### src/rtl/a51_stream_xor_pkg.sv
// a51_pkg: shared definitions for the A5/1 keystream XOR stage.
//   a51_state_e      - control FSM states (IDLE, DISCARD, PACK, XOR)
//   A51_DISCARD_BITS - default number of keystream bits dropped per frame
//   A51_FRAME_BYTES  - default number of bytes encrypted per frame
package a51_pkg;

  typedef enum logic [1:0] {
    ST_IDLE    = 2'd0,
    ST_DISCARD = 2'd1,
    ST_PACK    = 2'd2,
    ST_XOR     = 2'd3
  } a51_state_e;

  localparam int unsigned A51_DISCARD_BITS = 100;
  localparam int unsigned A51_FRAME_BYTES  = 14;

endpackage

### src/rtl/a51_ks_packer.sv
// a51_ks_packer: keystream front end. Drops the mixing-phase bits, then packs
// accepted bits MSB-first into a byte.
// Ports:
//   clk, reset_n   - clock, asynchronous active-low reset
//   discard_en     - controller is in the discard phase
//   pack_en        - controller is in the pack phase
//   consume        - the packed byte was used; clears byte_rdy
//   ks_bit/ks_valid- keystream input (accepted when the matching *_en is high)
//   discard_done   - the last discard bit is accepted this cycle
//   byte_done      - the 8th pack bit is accepted this cycle
//   byte_rdy       - a packed byte is held and not yet consumed
//   ks_byte        - packed keystream byte (first accepted bit in bit 7)
module a51_ks_packer
  import a51_pkg::*;
#(
  parameter int unsigned DISCARD_BITS = A51_DISCARD_BITS
) (
  input  logic       clk,
  input  logic       reset_n,
  input  logic       discard_en,
  input  logic       pack_en,
  input  logic       consume,
  input  logic       ks_bit,
  input  logic       ks_valid,
  output logic       discard_done,
  output logic       byte_done,
  output logic       byte_rdy,
  output logic [7:0] ks_byte
);

  // Counter only has to reach DISCARD_BITS-1; it returns to 0 on the last bit.
  localparam int unsigned CW = (DISCARD_BITS > 1) ? $clog2(DISCARD_BITS) : 1;

  logic [CW-1:0] disc_cnt_q, disc_cnt_d;
  logic [2:0]    bit_cnt_q, bit_cnt_d;
  logic [7:0]    shift_q, shift_d;
  logic          rdy_q, rdy_d;
  logic          disc_acc, pack_acc;

  always_comb begin
    disc_acc     = discard_en && ks_valid;
    pack_acc     = pack_en && ks_valid;
    // With DISCARD_BITS==0 the right side never matches; discard_en is never
    // raised in that configuration anyway.
    discard_done = disc_acc && (32'(disc_cnt_q) == DISCARD_BITS - 32'd1);
    byte_done    = pack_acc && (bit_cnt_q == 3'd7);

    disc_cnt_d = disc_cnt_q;
    if (disc_acc) begin
      disc_cnt_d = discard_done ? '0 : disc_cnt_q + 1'b1;
    end

    bit_cnt_d = pack_acc ? bit_cnt_q + 3'd1 : bit_cnt_q;
    shift_d   = pack_acc ? {shift_q[6:0], ks_bit} : shift_q;

    rdy_d = rdy_q;
    if (consume) begin
      rdy_d = 1'b0;
    end
    if (byte_done) begin
      rdy_d = 1'b1;
    end
  end

  always_ff @(posedge clk or negedge reset_n) begin
    if (!reset_n) begin
      disc_cnt_q <= '0;
      bit_cnt_q  <= '0;
      shift_q    <= '0;
      rdy_q      <= 1'b0;
    end else begin
      disc_cnt_q <= disc_cnt_d;
      bit_cnt_q  <= bit_cnt_d;
      shift_q    <= shift_d;
      rdy_q      <= rdy_d;
    end
  end

  assign ks_byte  = shift_q;
  assign byte_rdy = rdy_q;

endmodule

### src/rtl/a51_stream_xor.sv
// a51_stream_xor: XORs plaintext bytes with packed A5/1 keystream bytes.
// Per frame: drop DISCARD_BITS keystream bits, then for each of FRAME_BYTES
// bytes pack 8 keystream bits and XOR them with one plaintext byte.
// Ports:
//   clk, reset_n                - clock, asynchronous active-low reset
//   start                       - one-cycle frame start (honoured only in IDLE)
//   ks_bit/ks_valid/ks_ready    - keystream bit input handshake
//   pt_data/pt_valid/pt_ready   - plaintext byte input handshake
//   ct_data/ct_valid/ct_ready   - registered ciphertext output handshake
//   busy                        - FSM is not in IDLE
//   frame_done                  - pulses the cycle after the last byte's accept
//   frame_cnt[15:0]             - completed frames, wrapping (only when the
//                                 macro A51_STREAM_XOR_FRAME_CNT_EN is defined)
module a51_stream_xor
  import a51_pkg::*;
#(
  parameter int unsigned DISCARD_BITS = A51_DISCARD_BITS,
  parameter int unsigned FRAME_BYTES  = A51_FRAME_BYTES
) (
  input  logic        clk,
  input  logic        reset_n,
  input  logic        start,
  input  logic        ks_bit,
  input  logic        ks_valid,
  output logic        ks_ready,
  input  logic [7:0]  pt_data,
  input  logic        pt_valid,
  output logic        pt_ready,
  output logic [7:0]  ct_data,
  output logic        ct_valid,
  input  logic        ct_ready,
  output logic        busy,
  output logic        frame_done
`ifdef A51_STREAM_XOR_FRAME_CNT_EN
  ,
  output logic [15:0] frame_cnt
`endif
);

  a51_state_e state_q, state_d;
  logic [7:0] byte_cnt_q, byte_cnt_d;
  logic [7:0] ct_data_q, ct_data_d;
  logic       ct_valid_q, ct_valid_d;
  logic       frame_done_q, frame_done_d;

  logic       discard_done, byte_done, byte_rdy;
  logic [7:0] ks_byte;
  logic       pt_acc, last_byte;

  a51_ks_packer #(
    .DISCARD_BITS(DISCARD_BITS)
  ) u_packer (
    .clk         (clk),
    .reset_n     (reset_n),
    .discard_en  (state_q == ST_DISCARD),
    .pack_en     (state_q == ST_PACK),
    .consume     (pt_acc),
    .ks_bit      (ks_bit),
    .ks_valid    (ks_valid),
    .discard_done(discard_done),
    .byte_done   (byte_done),
    .byte_rdy    (byte_rdy),
    .ks_byte     (ks_byte)
  );

  always_comb begin
    state_d      = state_q;
    byte_cnt_d   = byte_cnt_q;
    ct_data_d    = ct_data_q;
    ct_valid_d   = ct_valid_q;
    frame_done_d = 1'b0;

    ks_ready  = (state_q == ST_DISCARD) || (state_q == ST_PACK);
    pt_ready  = (state_q == ST_XOR) && byte_rdy && (!ct_valid_q || ct_ready);
    pt_acc    = pt_valid && pt_ready;
    last_byte = (32'(byte_cnt_q) + 32'd1) >= FRAME_BYTES;

    // Drain first, then load, so a same-cycle load keeps ct_valid high.
    if (ct_valid_q && ct_ready) begin
      ct_valid_d = 1'b0;
    end
    if (pt_acc) begin
      ct_data_d  = pt_data ^ ks_byte;
      ct_valid_d = 1'b1;
    end

    unique case (state_q)
      ST_IDLE: begin
        if (start) begin
          state_d = (DISCARD_BITS == 0) ? ST_PACK : ST_DISCARD;
        end
      end
      ST_DISCARD: begin
        if (discard_done) begin
          state_d = ST_PACK;
        end
      end
      ST_PACK: begin
        if (byte_done) begin
          state_d = ST_XOR;
        end
      end
      ST_XOR: begin
        if (pt_acc) begin
          if (last_byte) begin
            state_d      = ST_IDLE;
            byte_cnt_d   = '0;
            frame_done_d = 1'b1;
          end else begin
            state_d    = ST_PACK;
            byte_cnt_d = byte_cnt_q + 8'd1;
          end
        end
      end
      default: state_d = ST_IDLE;
    endcase
  end

  always_ff @(posedge clk or negedge reset_n) begin
    if (!reset_n) begin
      state_q      <= ST_IDLE;
      byte_cnt_q   <= '0;
      ct_data_q    <= '0;
      ct_valid_q   <= 1'b0;
      frame_done_q <= 1'b0;
    end else begin
      state_q      <= state_d;
      byte_cnt_q   <= byte_cnt_d;
      ct_data_q    <= ct_data_d;
      ct_valid_q   <= ct_valid_d;
      frame_done_q <= frame_done_d;
    end
  end

  assign ct_data    = ct_data_q;
  assign ct_valid   = ct_valid_q;
  assign frame_done = frame_done_q;
  assign busy       = (state_q != ST_IDLE);

`ifdef A51_STREAM_XOR_FRAME_CNT_EN
  logic [15:0] frame_cnt_q;

  always_ff @(posedge clk or negedge reset_n) begin
    if (!reset_n) begin
      frame_cnt_q <= '0;
    end else if (frame_done_q) begin
      frame_cnt_q <= frame_cnt_q + 16'd1;
    end
  end

  assign frame_cnt = frame_cnt_q;
`endif

endmodule

### config.mk
export PLATFORM = sky130hd
export DESIGN_NAME = a51_stream_xor
export DESIGN_NICKNAME = d
export VERILOG_FILES = /design/src/rtl/a51_stream_xor_pkg.sv /design/src/rtl/a51_ks_packer.sv /design/src/rtl/a51_stream_xor.sv
export SDC_FILE = /design/constraint.sdc
export NUM_CORES = 1
export LEC_CHECK = 0
export ABC_AREA = 1
export BUFFER_PORTS_ARGS = -buffer_cell sky130_fd_sc_hd__buf_4
export CAP_MARGIN = 30
export CORE_MARGIN = 8
export CORE_UTILIZATION = 56
export DETAILED_ROUTE_END_ITERATION = 10
export PLACE_DENSITY = 0.78
export RECOVER_POWER = 50
export SYNTH_ARGS = -nofsm -noshare
export SYNTH_HDL_FRONTEND = slang
export SYNTH_SLANG_ARGS = --single-unit
### constraint.sdc
create_clock -name clk -period 1.9 [get_ports clk]
set_input_delay 0.095 -clock clk [delete_from_list [all_inputs] [get_ports clk]]
set_output_delay 0.095 -clock clk [all_outputs]
set_load 0.01 [all_outputs]
==> out/qor.tcl <==
set qor(setup.reg_to_reg.worst_slack_ns) 0.23
set qor(drt_first_pass_iters) 4
set qor(global_route.peak_usage_layer) {met2}
set qor(hold_start) {pt_data[6]}
set qor(cts.sinks) 39
set qor(max-slew-margin-rel_pct) 36.6
set qor(syn_inst) 217
set qor(layout_worst_path_cycle_share_pct) 87.8
set qor(synthesis.area_um2) 1960
set qor(antennaDiodeCount) 0
set qor(finalCriticalPeriod_ns) 1.67
set qor(hold_class) {in2reg}
set qor(worst_setup_path_start_kind) {register}
set qor(grt_pass1_wl_um) 6670
set qor(finalClockSkew_ns) 0.00998
set qor(floorplan.die.width_um) 75.2
set qor(dr_total_vias) 1483
set qor(yosys_register_bits) 39
set qor(port_buffers) 27
set qor(ff_latch_area_um2) 976
set qor(routed_wirelength_um) 3860
set qor(detailed_place_hpwl_um) 2750
set qor(grt_util_met1_pct) 19.5
set qor(global_route.usage.met3_pct) 4.93
set qor(wl_per_cell_um) 12.9
set qor(crit_required_ns) 2.14
set qor(die_area_um2) 5650
set qor(timing.rr.start) {state_q[0]}
set qor(reg2reg_depth) 4
set qor(finalInstanceArea_um2) 2300
set qor(ctsRootBufferMaster) {sky130_fd_sc_hd__clkbuf_4}
set qor(worst-path-max-fanout) 13
set qor(first_global_vias) 1481
set qor(global_route_total_overflow) 0
set qor(end_of_the_worst_hold_path) {ct_data[6]}
set qor(final_hold_violating_endpoints) 0
set qor(route.antenna.remaining_nets) 0
set qor(worst-slew-pin-transition_ns) 0.951
set qor(setup_violations) 0
set qor(io-pin-count) 28
set qor(grt_start_max_net_pins) 40
set qor(floorplan.rows) 21
set qor(async_flop_share_pct) 100
set qor(fillerInstances) 308
set qor(viasPerCell) 4.98
set qor(worst_skew_pair.late_latency_ns) 0.35
set qor(antenna_found_initial) 0
set qor(ys.flop_type) {sky130_fd_sc_hd__dfrtp_1}
set qor(yosysWarningCount) 0
set qor(track_usage_pct) 15.5
set qor(max_cap_violations) 0
set qor(reg2reg_to) {u_packer.bit_cnt_q[2]}
set qor(cts.clk_slew.worst_paths_ns) 0.11
set qor(min_path_cells) 3
set qor(synth.net_count) 242
set qor(layout.nets) 276
set qor(area_delta_synth_final_pct) 17.2
set qor(cp_data_arrival_time_ns) 1.90
set qor(grtUsageMet2_pct) 24.1
set qor(max-vdd-ir-drop_mv) 1.16
set qor(power.leakage_nw) 1.19
set qor(synth_sequential_area_ratio_pct) 49.8
set qor(initial_utilization_pct) 58.3
set qor(setup.worst_path.class) {reg2reg}
set qor(place_congestion) 0.825
set qor(cts_max_path_buffers) 2
set qor(synth_enable_flop_cells) 0
set qor(cts.htree.levels) 2
set qor(floorplan.die.height_um) 75.2
set qor(end_kind) {register}
set qor(fmaxAchievable_ghz) 0.600
set qor(cts_inserted_buffers) 5
set qor(final_layout_size_suffix_gt1_share_pct) 17.9
set qor(drtIter0Drc) 90
set qor(place_area_um2) 2220
set qor(powerDensity_nw_per_um2) 1480
set qor(slew_violations) 0
set qor(drc) 0
set qor(area_of_combinational_cells_with_multiple_inputs_um2) 852
set qor(core-area_um2) 3360
set qor(run_status) {complete, no violations}
set qor(tns_ns) 0
set qor(yosysUniqueCellTypes) 29
set qor(syn_avg_cell_area_um2) 9.04
set qor(tritoncts) {built}
set qor(rsz0062_at_grt) {false}
## worst max-delay path, stage by stage (launching register included)
cell and delay, ns:
sky130_fd_sc_hd__dfrtp_1 0.42, sky130_fd_sc_hd__inv_1 0.11, sky130_fd_sc_hd__ha_1 0.27, sky130_fd_sc_hd__nand2_1 0.38, sky130_fd_sc_hd__mux2_2 0.39
## per-stage QoR
step | hold slack (ns) | utilization (%) | power, mW | std cells | worst slack, ns
detailed placement | 0.0941 | 65.9 | 2.86 | 288 | 0.265
global placement | 0.0912 | 65.9 | 2.82 | 288 | 0.297
global route | 0.0104 | 68.3 | 3.71 | 298 | 0.0717
floorplan | -0.201 | - | 2.40 | 217 | 0.415
finish | 0.0193 | 68.3 | 3.40 | 298 | 0.232
CTS | 0.00652 | 69.0 | 3.47 | 298 | 0.225
## cell families (layout without fill, tap and decap cells)
kind of cell	count (synthesis)	after routing	share of synthesized area (%)
XOR/XNOR	10	10	4.47
flip-flops	39	39	49.8
AO/OA/AOI/OAI	29	29	8.62
multiplexers	8	8	4.59
buffers and inverters	35	70	6.76
adder cells (fa/ha/maj)	10	10	6.38
AND/OR/NAND/NOR	86	86	19.4
## Yosys cell counts, drive strengths merged (2+ instances only)
master / number / area share [%]
o22ai: 4 / 1.3
xnor2: 9 / 4.0
dfrtp: 39 / 50
nor2: 14 / 3.1
ha: 10 / 6.4
inv: 31 / 5.9
nand2: 50 / 10
nor3: 4 / 1.0
clkbuf: 2 / 0.38
o21ai: 14 / 4.0
nand4: 5 / 1.6
a21oi: 8 / 2.2
mux2: 8 / 4.6
nand3: 12 / 3.3
## power by group
group,switching (mW),internal (mW)
clock network,0.272,0.311
logic,0.746,0.610
registers,0.290,1.17
total,1.31,2.09
## routing by layer
layer	vias to the layer above	part of all wire (%)
met5	-	0
met4	0	1.3
met3	5	4.3
met2	28	48
met1	686	46
li1	764	-
## cells in the final DEF (no fill, tap or decap), drive strengths merged, types with 2 or more instances in the layout
| cell type | count |
|---|---|
| a21oi | 8 |
| buf | 21 |
| clkbuf | 13 |
| clkinv | 2 |
| dfrtp | 39 |
| dlygate4sd3 | 2 |
| ha | 10 |
| inv | 31 |
| mux2 | 8 |
| nand2 | 50 |
| nand3 | 12 |
| nand4 | 5 |
| nor2 | 14 |
| nor3 | 4 |
| o21ai | 14 |
| o22ai | 4 |
| xnor2 | 9 |
## flip-flops by register name, indices dropped and copies added, names as in the netlist
register,cells
byte_cnt_q,8
ct_data,8
u_packer.ks_byte,8
u_packer.disc_cnt_q,7
u_packer.bit_cnt_q,3
state_q,2
ct_valid,1
frame_done,1
u_packer.byte_rdy,1
## worst max-delay path by stage
| stage | endpoint | slack, ns | from | cells after the start |
|---|---|---|---|---|
| after global placement | u_packer.bit_cnt_q[1] | 0.30 | state_q[0] | 4 |
| after floorplan | u_packer.ks_byte[1] | 0.42 | state_q[0] | 5 |
| after detailed placement | u_packer.ks_byte[0] | 0.27 | state_q[0] | 4 |
| after global routing | u_packer.ks_byte[1] | 0.07 | state_q[0] | 4 |
| after CTS | u_packer.bit_cnt_q[2] | 0.23 | state_q[0] | 4 |
| final | u_packer.bit_cnt_q[2] | 0.23 | state_q[0] | 4 |
## cell type report
cell class | instances | area share [%]
well taps | 46 | 2.51
repair buffers | 30 | 8.93
clock inverters | 2 | 1.53
clock buffers | 6 | 2.23
inverters | 32 | 5.23
multi-input cells | 143 | 37.1
flip-flops and latches | 39 | 42.5
## timing repair
item,in CTS,in global routing
hold buffers,2,0
setup buffers,0,0
endpoints found under the setup margin,0,0
hold endpoints to repair,40,0
gates resized for setup,0,0
Power figures use the tool's default switching activity.
